<file path="config.mk">
export PLATFORM = sky130hd
export DESIGN_NAME = seq_divider
export DESIGN_NICKNAME = d
export VERILOG_FILES = /design/src/rtl/seq_divider_pkg.sv /design/src/rtl/seq_divider_div_step.sv /design/src/rtl/seq_divider.sv
export SDC_FILE = /design/constraint.sdc
export NUM_CORES = 1
export LEC_CHECK = 0
export BUFFER_PORTS_ARGS = -buffer_cell sky130_fd_sc_hd__buf_2
export CORE_MARGIN = 1.5
export CORE_UTILIZATION = 60
export DETAILED_ROUTE_END_ITERATION = 6
export HOLD_SLACK_MARGIN = 0.03
export PLACE_DENSITY_LB_ADDON = 0.05
export SYNTH_ARGS = -nofsm -noshare
export SYNTH_HDL_FRONTEND = slang
export SYNTH_SLANG_ARGS = --single-unit
export TNS_END_PERCENT = 1
</file>
<file path="constraint.sdc">
create_clock -name clk -period 6.6 [get_ports clk]
set_input_delay 0.99 -clock clk [delete_from_list [all_inputs] [get_ports clk]]
set_output_delay 0.99 -clock clk [all_outputs]
set_load 0.02 [all_outputs]
</file>
<file path="src/rtl/seq_divider_pkg.sv">
// Shared definitions for the sequential restoring divider: FSM state
// encodings and the fill bit used for the divide-by-zero quotient.
package seq_divider_pkg;

    localparam logic [1:0] ST_IDLE = 2'd0;
    localparam logic [1:0] ST_RUN  = 2'd1;
    localparam logic [1:0] ST_DONE = 2'd2;

    // A zero divisor reports a quotient of all ones, replicated to N bits.
    localparam logic DIV0_Q_BIT = 1'b1;

endpackage

</file>
<file path="src/rtl/seq_divider_div_step.sv">
// One combinational restoring-division step: shift the next dividend bit
// into the partial remainder, trial-subtract the divisor, keep or restore.
module div_step #(
    parameter int N = 5
) (
    input  logic [N:0]   p_in,
    input  logic         bit_in,
    input  logic [N-1:0] b,
    output logic [N:0]   p_out,
    output logic         q_bit
);

    // One extra bit above the shifted remainder acts as the borrow/sign of the trial subtraction.
    logic [N+1:0] shifted;
    logic [N+1:0] diff;

    // Shift, trial-subtract, then keep the difference or restore the shifted value.
    always_comb begin
        shifted = {p_in, bit_in};
        diff    = shifted - {2'b00, b};
        q_bit   = ~diff[N+1];
        p_out   = q_bit ? diff[N:0] : shifted[N:0];
    end

endmodule

</file>
<file path="src/rtl/seq_divider.sv">
// Iterative unsigned restoring divider: one quotient bit per clock, with a
// start/busy/done handshake and results held stable between completions.
module seq_divider
    import seq_divider_pkg::*;
#(
    parameter int N = 5
) (
    input  logic         clk,
    input  logic         rst,
    input  logic         start,
    input  logic [N-1:0] dividend,
    input  logic [N-1:0] divisor,
    output logic         busy,
    output logic         done,
    output logic [N-1:0] quotient,
    output logic [N-1:0] remainder,
    output logic         div_by_zero
);

    localparam int             CW        = $clog2(N);
    localparam logic [CW-1:0]  LAST_STEP = CW'(N - 1);

    logic [1:0]    state_q, state_d;
    logic [N:0]    p_q, p_d;        // partial remainder, one bit wider than B
    logic [N-1:0]  a_q, a_d;        // dividend bits shift out, quotient bits shift in
    logic [N-1:0]  b_q, b_d;
    logic [CW-1:0] cnt_q, cnt_d;
    logic [N-1:0]  quot_q, quot_d;
    logic [N-1:0]  rem_q, rem_d;
    logic          dbz_q, dbz_d;

    logic [N:0]    p_step;
    logic          q_bit;

    div_step #(.N(N)) u_step (
        .p_in   (p_q),
        .bit_in (a_q[N-1]),
        .b      (b_q),
        .p_out  (p_step),
        .q_bit  (q_bit)
    );

    // Next-state and datapath: accept in IDLE/DONE, iterate in RUN, publish results on the last step.
    always_comb begin
        // NOTE: every _d starts from its held value so no path leaves it unassigned (no latch).
        state_d = state_q;
        p_d     = p_q;
        a_d     = a_q;
        b_d     = b_q;
        cnt_d   = cnt_q;
        quot_d  = quot_q;
        rem_d   = rem_q;
        dbz_d   = dbz_q;

        case (state_q)
            ST_IDLE, ST_DONE: begin
                if (start) begin
                    a_d     = dividend;
                    b_d     = divisor;
                    p_d     = '0;
                    cnt_d   = '0;
                    state_d = ST_RUN;
                end else begin
                    state_d = ST_IDLE;
                end
            end
            ST_RUN: begin
                if (b_q == '0) begin
                    // Zero divisor resolves on the first edge after acceptance.
                    quot_d  = {N{DIV0_Q_BIT}};
                    rem_d   = a_q;
                    dbz_d   = 1'b1;
                    state_d = ST_DONE;
                end else begin
                    p_d   = p_step;
                    a_d   = {a_q[N-2:0], q_bit};
                    cnt_d = cnt_q + 1'b1;
                    if (cnt_q == LAST_STEP) begin
                        quot_d  = {a_q[N-2:0], q_bit};
                        rem_d   = p_step[N-1:0];
                        dbz_d   = 1'b0;
                        state_d = ST_DONE;
                    end
                end
            end
            default: state_d = ST_IDLE;
        endcase
    end

    // State and datapath registers; rst aborts any operation and clears the results.
    always_ff @(posedge clk or posedge rst) begin
        if (rst) begin
            state_q <= ST_IDLE;
            p_q     <= '0;
            a_q     <= '0;
            b_q     <= '0;
            cnt_q   <= '0;
            quot_q  <= '0;
            rem_q   <= '0;
            dbz_q   <= 1'b0;
        end else begin
            // NOTE: non-blocking so every flop samples the pre-edge values computed above.
            state_q <= state_d;
            p_q     <= p_d;
            a_q     <= a_d;
            b_q     <= b_d;
            cnt_q   <= cnt_d;
            quot_q  <= quot_d;
            rem_q   <= rem_d;
            dbz_q   <= dbz_d;
        end
    end

    assign busy        = (state_q == ST_RUN);
    assign done        = (state_q == ST_DONE);
    assign quotient    = quot_q;
    assign remainder   = rem_q;
    assign div_by_zero = dbz_q;

endmodule

</file>
==> parameters.txt, run 1 <==
Parameter                              Value

Floorplanning
  Count of standard-cell rows ... 19
  Core ar. ... 2734 um^2
  DIE AREA ... between 3000 and 4000 um^2
  Initial core utilization ... 0.6325
  Top Ports ... 26
  Die X-Extent ... around 57 um
  Die height ... 56.69 um

Logic synthesis
  Synth cell types ... 43
  Cells after synthesis ... 178
  Net Count, Synth ... between 150 and 200
  Per-instance average area after synthesis ... 9.714 um^2
  Count of yosys warnings during synthesis ... 0
  Cell Area, Synth ... ~1700 um^2
  #FFs+latches synth ... 32
  Sequential area share after synthesis ... 0.4631

Timing
  Largest clock skew in the final design ... 4.830 ps
  Count of final hold-check violations ... 0
  Slew Viols, Final ... 0
  Min cycle time layout ... ~2500 ps
  Final-layout setup total negative slack ... 0 ps
  Worst slew margin relative to its limit ... 0.2203
  Fmax achieved ... 0.3994 GHz
  Part of the cycle the worst path needs ... 0.3793
  Slew at the pin closest to its max-slew limit ... roughly 1200 ps
  Endpoints failing setup ... 0
  Setup repair after global routing missed its margin ... no

Routing
  DRC Markers ... 0
  First-pass iteration count of the detailed router ... 6
  Number of design-rule violations left by the first detailed-router iteration ... 65
  Drt total wl ... a little under 4 mm
  Post-detailed-route wirelength per cell ... 16.36 um
  Routed vias ... 1392
  Number of routed nets with antenna violations ... 0
  Post-DR vias/cell ... just under 6

GRT
  Antenna violations before repair ... 0
  Number of global-route vias before repair ... 1439
  GR Util All Layers ... 0.2698
  Sum of overflow across all layers after global routing ... 0
  First-pass GRT wire length ... 6.506 mm
  Maximum number of pins on one net before global-route repair ... 33

Clock network
  Count of buffers added by post-CTS timing repair for setup ... 0
  CTS clock-pin slew for the worst setup and hold paths ... 110 ps
  Number of buffers added to fix hold violations after cts ... 0
  Number of sinks handled by clock tree synthesis ... 32
  TritonCTS clock tree ... built
  Clock latency reported for the late side of the worst-skew pair ... approximately 340 ps
  Library cell used as clock root buffer ... clkbuf_4
  CTS resizes ... 0
  Number of buffers inserted during clock tree synthesis ... 5
  Deepest clock path buffer count ... 2
  Number of H-tree levels ... 2

Hold path
  End of the worst hold path ... quotient[3]
  Hold wc startpoint ... quotient[3]
  Hold/Removal Path Class ... flip-flop to flip-flop
  Worst hold path stage count ... 2

Final layout
  Proportion of layout cells with a drive suffix above 1 ... 0.2098
  Final cell utilization of the core ... 0.7126
  Final net count ... 225
  # diodes ... 0
  Area grow syn2layout ... 12.66%

Setup path
  Family with the most delay on the worst path ... adder cells
  Critical register-to-register path endpoint ... remainder[3]
  Critical path peak fanout ... 6
  Standard cell with the maximum stage delay on the critical path ... fa_1
  Slowest Stage Delay on Critical Path ... around 440 ps
  Critical register-to-register path startpoint ... a_q[4]
  Arrival time reported for the critical path endpoint ... 2730 ps
  Worst reg-to-reg setup slack ... around 4100 ps
  Category of the worst setup path capture point ... flip-flop
  Startpoint type of the worst setup path ... flip-flop
  Count of buffer and inverter cells on the critical path ... 2
  Cells traversed along the worst timing path ... inv_1 > ha_1 > inv_1 > fa_1 > a211oi_4 > o21ai_2 > xor2_4 > mux2i_1 > a21oi_1
  Reg2reg path depth ... 9
  Most frequent cell on the critical path ... inv_1
  Category of the critical setup timing path ... flip-flop to flip-flop
  Data required time of the critical path ... between 6000 and 7000 ps

Placement
  Count of buffers inserted at the top-level ports ... 25
  Post-DP HPWL ... 2.735 mm
  Final weighted congestion in routability-driven placement ... approximately 0.90

Status
  Result of the run ... completed

Run
  Number of max-cap violations ... 0
-- cell families (layout without fill, tap and decap cells) --
logic type / Yosys count / count (layout) / synth area share
adder cells (fa/ha/maj): 8 / 8 / 0.06223
AO/OA/AOI/OAI: 49 / 49 / 0.2012
flip-flops: 32 / 32 / 0.4631
buffers and inverters: 18 / 45 / 0.04269
XOR/XNOR: 5 / 5 / 0.03619
AND/OR/NAND/NOR: 62 / 62 / 0.1686
multiplexers: 4 / 4 / 0.02605
-- worst max-delay path by stage --
stage / slack, ps / cells past startpoint / endpoint / start
2_1_floorplan: 4320 / 9 / remainder[0] / a_q[4]
3_3_place_gp: 4000 / 4 / p_q[5] / start
3_5_place_dp: 3910 / 4 / p_q[5] / start
4_1_cts: 4100 / 9 / remainder[0] / a_q[4]
5_1_grt: 3910 / 9 / remainder[3] / a_q[4]
6_report: 4100 / 9 / remainder[3] / a_q[4]
-- sequential cells by signal, indices dropped and copies added (netlist names) --
register / count
a_q: 5
state_q: 2
b_q: 5
p_q: 6
remainder: 5
quotient: 5
cnt_q: 3
div_by_zero: 1
-- Yosys cell counts --
master / instances / area share
a211oi_1: 1 / 0.0043
a211oi_4: 1 / 0.012
a21boi_4: 1 / 0.011
a21o_1: 1 / 0.0043
a21oi_1: 8 / 0.023
a221o_1: 3 / 0.017
a221o_2: 1 / 0.0065
a22oi_1: 1 / 0.0043
a32o_1: 1 / 0.0058
and2_1: 2 / 0.0072
buf_2: 2 / 0.0058
buf_4: 1 / 0.0043
clkbuf_1: 4 / 0.0087
dfrtp_1: 32 / 0.46
fa_1: 1 / 0.012
ha_1: 7 / 0.051
inv_1: 11 / 0.024
mux2_4: 1 / 0.0087
mux2i_1: 3 / 0.017
nand2_1: 29 / 0.063
nand2b_1: 1 / 0.0036
nand3_1: 11 / 0.032
nand3b_1: 1 / 0.0043
nor2_1: 10 / 0.022
nor2_2: 1 / 0.0036
nor2b_1: 3 / 0.011
nor3_1: 1 / 0.0029
nor4_1: 1 / 0.0036
nor4_4: 1 / 0.012
o211ai_1: 2 / 0.0087
o21ai_0: 14 / 0.041
o21ai_1: 5 / 0.014
o21ai_2: 1 / 0.0051
o221ai_1: 1 / 0.0051
o221ai_2: 1 / 0.0087
o22ai_1: 3 / 0.011
o311a_1: 1 / 0.0058
o31a_1: 1 / 0.0051
o31ai_1: 2 / 0.0087
or3_1: 1 / 0.0036
xnor2_1: 1 / 0.0051
xor2_1: 3 / 0.015
xor2_4: 1 / 0.016
-- worst reg2reg max path: cells and delay by family, from the launching register on --
family | cells | cell delay (ps)
AOI/OAI and AO/OA | 3 | 580
DFF | 1 | 380
muxes | 1 | 390
buffers and inverters | 2 | 170
xor gates and xnor gates | 1 | 270
adders and majority gates | 2 | 610
-- layer usage --
metal | GRT usage | up-vias | wire length, um
met5 | 0 | - | 0
met4 | 0.1293 | 0 | 62
met3 | 0.04839 | 8 | 131
met2 | 0.4269 | 29 | 1870
met1 | 0.3576 | 672 | 1797
li1 | - | 683 | -
-- cells in the final DEF (no fill, tap or decap), drive strengths merged, types with 4 or more instances in the layout --
master and count:
nor2 11, nand2 29, o21ai 20, buf 26, nand3 11, ha 7, a221o 4, a21oi 8
dfrtp 32, clkbuf 5, xor2 4, inv 11
-- metrics by stage --
| step | hold slack, ps | cell area, um^2 | worst slack (ps) | std cells |
|---|---|---|---|---|
| 2_1_floorplan | 478.6 | 1729 | 4317 | 178 |
| 5_1_grt | 542.9 | 1948 | 3914 | 236 |
| 3_5_place_dp | 487.3 | 1868 | 3905 | 228 |
| 6_report | 503.9 | 1948 | 4096 | 236 |
| 3_3_place_gp | 454.1 | 1868 | 4001 | 228 |
| 4_1_cts | 513.5 | 1948 | 4101 | 236 |
-- area by class of cell --
class / count / area (um^2)
clock buffer: 5 / 37.54
clock inverter: 3 / 42.54
fill: 202 / 785.8
inverter: 11 / 41.29
multi-input combinational: 128 / 854.6
sequential: 32 / 800.8
tap: 31 / 38.79
timing repair buffer: 26 / 132.6
Power of run 1 is not shown: default switching activity piles up to over one toggle a cycle in this logic, so the estimate is an artifact.
==> run 2: changes to the inputs <==
--- a/config.mk
+++ b/config.mk
@@ -7,7 +7,7 @@
 export LEC_CHECK = 0
 export BUFFER_PORTS_ARGS = -buffer_cell sky130_fd_sc_hd__buf_2
 export CORE_MARGIN = 1.5
-export CORE_UTILIZATION = 60
+export CORE_UTILIZATION = 56
 export DETAILED_ROUTE_END_ITERATION = 6
 export HOLD_SLACK_MARGIN = 0.03
 export PLACE_DENSITY_LB_ADDON = 0.05
==> constraint.sdc (replaced) <==
create_clock -name clk -period 2.4 [get_ports clk]
set_input_delay 0.36 -clock clk [delete_from_list [all_inputs] [get_ports clk]]
set_output_delay 0.36 -clock clk [all_outputs]
set_load 0.02 [all_outputs]
==> run 2 against run 1 <==
Critical path depth is the same. Utilization down 1.4 points. Non-clock buffer count up 6. Routed wire length is 0.13% lower. Maximum frequency is 12% higher. Die area rose by 6.7%. Cell count increased by 2.5%.
==> parameters.txt, run 2 (synthesis gave the netlist of run 1 again) <==
Parameter                              Value

Setup path
  Standard cell with the maximum stage delay on the critical path ... fa_2
  Arrival time reported for the critical path endpoint ... about 2500 ps
  Family with the most delay on the worst path ... adder cells
  Count of buffer and inverter cells on the critical path ... 2
  Category of the worst setup path capture point ... flip-flop
  Slowest Stage Delay on Critical Path ... roughly 380 ps
  Cells traversed along the worst timing path ... inv_1 > ha_1 > inv_1 > fa_2 > a211oi_4 > o21ai_2 > xor2_4 > mux2_4 > o221ai_2
  Critical path peak fanout ... 6
  Category of the critical setup timing path ... flip-flop to flip-flop
  Most frequent cell on the critical path ... inv_1
  Data required time of the critical path ... roughly 2700 ps
  Startpoint type of the worst setup path ... flip-flop
  Worst reg-to-reg setup slack ... 160 ps

Clock network
  Library cell used as clock root buffer ... clkbuf_4
  Number of buffers added to fix hold violations after cts ... 0
  CTS clock-pin slew for the worst setup and hold paths ... roughly 110 ps
  TritonCTS clock tree ... built
  Number of sinks handled by clock tree synthesis ... 32
  Clock latency reported for the late side of the worst-skew pair ... ~340 ps
  Number of H-tree levels ... 2
  Deepest clock path buffer count ... 2
  Number of buffers inserted during clock tree synthesis ... 5

Final layout
  # diodes ... 0
  Proportion of layout cells with a drive suffix above 1 ... 0.2322
  Largest register FFs ... 6
  Area grow syn2layout ... 15.20%
  Final net count ... roughly 230
  Most common cell after layout, fill and taps aside ... dfrtp_1
  Register bank with the most flops ... p_q
  Final cell utilization of the core ... 0.6982
  Post-route non-filler standard cell count ... approximately 240
  Commonest non-fill, non-tap cells in the layout ... 32 x dfrtp_1, 29 x nand2_1, 25 x buf_2

GRT
  Maximum number of pins on one net before global-route repair ... 33
  Antenna violations before repair ... 0
  Number of global-route vias before repair ... about 1400
  First-pass GRT wire length ... 6.534 mm
  GR Util All Layers ... 0.2621
  Sum of overflow across all layers after global routing ... 0

Floorplanning
  Die X-Extent ... slightly below 60 um
  Die height ... roughly 59 um
  Count of standard-cell rows ... 19
  Core ar. ... roughly 2900 um^2
  Initial core utilization ... 0.6061
  DIE AREA ... ~3400 um^2
  Top Ports ... 26

Timing
  Part of the cycle the worst path needs ... 0.9343
  Endpoints failing setup ... 0
  Largest clock skew in the final design ... approximately 14 ps
  Min cycle time layout ... 2242 ps
  Slew at the pin closest to its max-slew limit ... ~550 ps
  Setup repair after global routing missed its margin ... no
  Count of final hold-check violations ... 0
  Worst Slack Setup Final ... 157.7 ps
  Fmax achieved ... between 0.4 and 0.5 GHz
  Worst slew margin relative to its limit ... 0.6298
  Slew Viols, Final ... 0
  Final-layout setup total negative slack ... 0 ps

Routing
  First-pass iteration count of the detailed router ... 5
  Number of routed nets with antenna violations ... 0
  Number of design-rule violations left by the first detailed-router iteration ... 72
  Drt total wl ... 3.857 mm
  Routed vias ... approximately 1400
  Post-DR vias/cell ... ~6
  Post-detailed-route wirelength per cell ... 15.94 um
  DRC Markers ... 0

Hold path
  Hold/Removal Path Class ... input port to async pin

Run
  Number of max-cap violations ... 0

Placement
  Worst slack, placed ... roughly 61 ps
  Post-DP HPWL ... 2.834 mm
  Placed cell count ... around 230
  Final weighted congestion in routability-driven placement ... 0.8318
  Count of buffers inserted at the top-level ports ... 25

Power and ir drop
  Total power density per cell area ... roughly 1800 nW/um^2
  Static leakage ... between 0.9 and 1 nW
  Peak supply drop ... 0.001116 V

Status
  Result of the run ... completed
[run 2: changes by cell type in the layout (fill, tap and decap cells not counted), sizes merged]
cell	before	now
clkbuf	5	6
buf	26	32
clkinvlp	1	0
[run 2: cell type report]
cell class | count | area [um^2]
tap | 31 | 38.79
multi-input combinational | 128 | 857.1
clock buffer | 6 | 41.29
fill | 227 | 860.8
clock inverter | 2 | 35.03
sequential | 32 | 800.8
inverter | 11 | 41.29
timing repair buffer | 32 | 177.7
[run 2: final timing paths]
path / end / depth (start not counted) / startpoint
worst max-delay path: remainder[0] / 9 / a_q[4]
worst min-delay path: state_q[1] / 3 / rst
worst max register to register: remainder[0] / 9 / a_q[4]
worst min register to register: div_by_zero / 2 / div_by_zero
max in group asynchronous: p_q[4] / 3 / rst
min in group clk: b_q[3] / 3 / divisor[3]
[run 2: timing repair]
action	in CTS	in global routing
gates resized for setup	0	1
buffers inserted	0	0
setup endpoints to repair	0	11
[run 2: per-stage QoR]
stage	power, W	area (um^2)	hold WS, ps
after floorplan	0.002607	1729	465.4
after global placement	0.003060	1913	454.7
after detailed placement	0.003147	1913	468.5
after CTS	0.003564	1989	90.28
after global routing	0.003863	1992	100.8
final	0.003570	1992	82.24
[run 2: power by group]
part	switching [W]	leakage, nW	internal (W)
Clock	0.000191	0.0422	0.000218
Combinational	0.00126	0.534	0.000883
Sequential	0.000205	0.388	0.000810
Total	0.00166	0.965	0.00191
[run 2: metal layers]
metal	wire [um]	vias to the layer above	global-route usage	part of all wire
met5	0	-	0	0
li1	-	693	-	-
met3	186	8	0.07473	0.048
met1	1802	699	0.3343	0.47
met2	1799	45	0.4189	0.47
met4	68	0	0.1096	0.018
[run 2: tightest hold or removal path: cells and delay by family]
family   cells  cell delay [ps]
buf+inv      3              500
No activity file was read; power rests on OpenSTA's default activity.
==> run 3: changes to the inputs <==
--- a/config.mk
+++ b/config.mk
@@ -8,6 +8,7 @@
 export BUFFER_PORTS_ARGS = -buffer_cell sky130_fd_sc_hd__buf_2
 export CORE_MARGIN = 1.5
 export CORE_UTILIZATION = 56
+export CTS_BUF_LIST = sky130_fd_sc_hd__clkbuf_4 sky130_fd_sc_hd__clkbuf_8 sky130_fd_sc_hd__clkbuf_16
 export DETAILED_ROUTE_END_ITERATION = 6
 export HOLD_SLACK_MARGIN = 0.03
 export PLACE_DENSITY_LB_ADDON = 0.05
==> run 3 against run 2 <==
Critical endpoint unchanged. Critical path type unchanged. Global-route usage unchanged. Via count up 1.9%. Sequential power hardly changed. Critical path depth unchanged. Sequential share of layout area down 0.076 points. Largest cell class unchanged. Clock power is 4% higher. Power grew 0.67%. Count of clock-buffer cells in the layout stayed put. Clock skew decreased by 2.3 ps. Die area unchanged. Flip-flop and latch count is the same. Worst hold slack worse by 8.7 ps.
==> parameters.txt, run 3 (synthesis gave the netlist of run 1 again) <==
Parameter                              Value

Floorplanning
  Core ar. ... roughly 2900 um^2
  DIE AREA ... 3430 um^2
  Initial core utilization ... 0.6061
  Die X-Extent ... about 59 um
  Top Ports ... 26
  Die height ... ~59 um
  Count of standard-cell rows ... 19

Routing
  Routed vias ... roughly 1500
  First-pass iteration count of the detailed router ... 4
  Number of routed nets with antenna violations ... 0
  DRC Markers ... 0
  Post-DR vias/cell ... a little over 6
  Drt total wl ... around 3.9 mm
  Number of design-rule violations left by the first detailed-router iteration ... 77
  Post-detailed-route wirelength per cell ... between 15 and 20 um

GRT
  GR Util All Layers ... 0.2621
  Maximum number of pins on one net before global-route repair ... 33
  Number of global-route vias before repair ... 1408
  Sum of overflow across all layers after global routing ... 0
  First-pass GRT wire length ... approximately 6.5 mm
  Antenna violations before repair ... 0

Placement
  Count of buffers inserted at the top-level ports ... 25
  Final weighted congestion in routability-driven placement ... ~0.83
  Worst slack, placed ... slightly above 60 ps
  Total cell area at the placement stage ... 1913 um^2
  Post-DP HPWL ... ~2.8 mm

Timing
  Setup repair after global routing missed its margin ... no
  Slew at the pin closest to its max-slew limit ... ~550 ps
  Largest clock skew in the final design ... ~12 ps
  Part of the cycle the worst path needs ... 0.9356
  Count of final hold-check violations ... 0
  Min cycle time layout ... approximately 2200 ps
  Final-layout setup total negative slack ... 0 ps
  Slew Viols, Final ... 0
  Worst Slack Setup Final ... between 150 and 200 ps
  Endpoints failing setup ... 0
  Worst slew margin relative to its limit ... 0.6314
  Fmax achieved ... 0.4454 GHz

Setup path
  Origin of the worst setup path ... a_q[4]
  Slowest Stage Delay on Critical Path ... roughly 380 ps
  Most frequent cell on the critical path ... inv_1
  Worst reg-to-reg setup slack ... between 150 and 200 ps
  Data required time of the critical path ... 2660 ps
  Arrival time reported for the critical path endpoint ... 2510 ps
  Category of the critical setup timing path ... flip-flop to flip-flop
  Reg2reg path depth ... 9
  Standard cell with the maximum stage delay on the critical path ... fa_2
  Critical path peak fanout ... 6
  Startpoint type of the worst setup path ... flip-flop
  Category of the worst setup path capture point ... flip-flop
  Cells traversed along the worst timing path ... inv_1 > ha_1 > inv_1 > fa_2 > a211oi_4 > o21ai_2 > xor2_4 > mux2_4 > o221ai_2
  Critical register-to-register path startpoint ... a_q[4]

Clock network
  Deepest clock path buffer count ... 2
  TritonCTS clock tree ... built
  CTS clock-pin slew for the worst setup and hold paths ... 110 ps
  Number of buffers inserted during clock tree synthesis ... 5
  Number of buffers added to fix hold violations after cts ... 0
  Number of H-tree levels ... 2
  Number of sinks handled by clock tree synthesis ... 32
  Count of buffers added by post-CTS timing repair for setup ... 0
  CTS resizes ... 0
  Clock latency reported for the late side of the worst-skew pair ... 350 ps
  Library cell used as clock root buffer ... clkbuf_4

Power and ir drop
  Total power density per cell area ... about 1800 nW/um^2
  Static leakage ... 0.9685 nW
  Overall power consumption ... 0.003594 W
  Peak supply drop ... roughly 0.0011 V

Final layout
  Final cell utilization of the core ... 0.6996
  # diodes ... 0
  Proportion of layout cells with a drive suffix above 1 ... 0.2370
  Final net count ... ~230
  Most common cell after layout, fill and taps aside ... dfrtp_1
  Area grow syn2layout ... 15.41%
  Largest register FFs ... 6
  Register bank with the most flops ... p_q
  Layout Cell Area excl Fill ... 1996 um^2
  Commonest non-fill, non-tap cells in the layout ... 32 x dfrtp_1, 29 x nand2_1, 25 x buf_2

Status
  Result of the run ... completed

Hold path
  Hold/Removal Path Class ... input port to async pin

Run
  Number of max-cap violations ... 0
-- run 3: cell counts in the layout (fill, tap and decap cells not counted) --
Identical to the previous run, type by type.
-- run 3: layout make-up --
class / instances / area (um^2)
repair buffers: 32 / 177.7
clock buffers: 6 / 45.04
flip-flops and latches: 32 / 800.8
multi-input cells: 128 / 857.1
inverters: 11 / 41.29
well taps: 31 / 38.79
clock inverters: 2 / 35.03
fillers: 225 / 857.1
-- run 3: through the flow --
stage | cells | hold WS (ps)
final | 242 | 73.54
after global routing | 242 | 101.0
after CTS | 242 | 90.03
after detailed placement | 234 | 468.5
after global placement | 234 | 454.7
after floorplan | 178 | 465.4
-- run 3: worst paths after layout --
check / end
hold / removal: state_q[1]
max in group asynchronous: quotient[0]
min in group clk: b_q[3]
setup reg to reg: remainder[0]
hold reg to reg: div_by_zero
setup / recovery: remainder[0]
-- run 3: worst max-delay path, delay by kind of cell, from the launching register on --
family / cells / cell delay (ps)
adders and majority gates: 2 / 540
AOI/OAI and AO/OA: 3 / 510
DFF: 1 / 370
muxes: 1 / 340
xor gates and xnor gates: 1 / 260
buffers and inverters: 2 / 140
-- run 3: where the power goes --
group / total (W) / internal [W] / switching, W / leakage [nW]
clock: 0.000425 / 0.000230 / 0.000196 / 0.0456
combinational: 0.00215 / 0.000884 / 0.00127 / 0.534
sequential: 0.00102 / 0.000810 / 0.000206 / 0.388
-- run 3: layer usage --
metal	global-route usage	routed length (um)	vias up
met5	0	0	-
met4	0.1096	95	0
met3	0.07473	195	14
met2	0.4189	1837	50
met1	0.3343	1766	718
li1	-	-	691
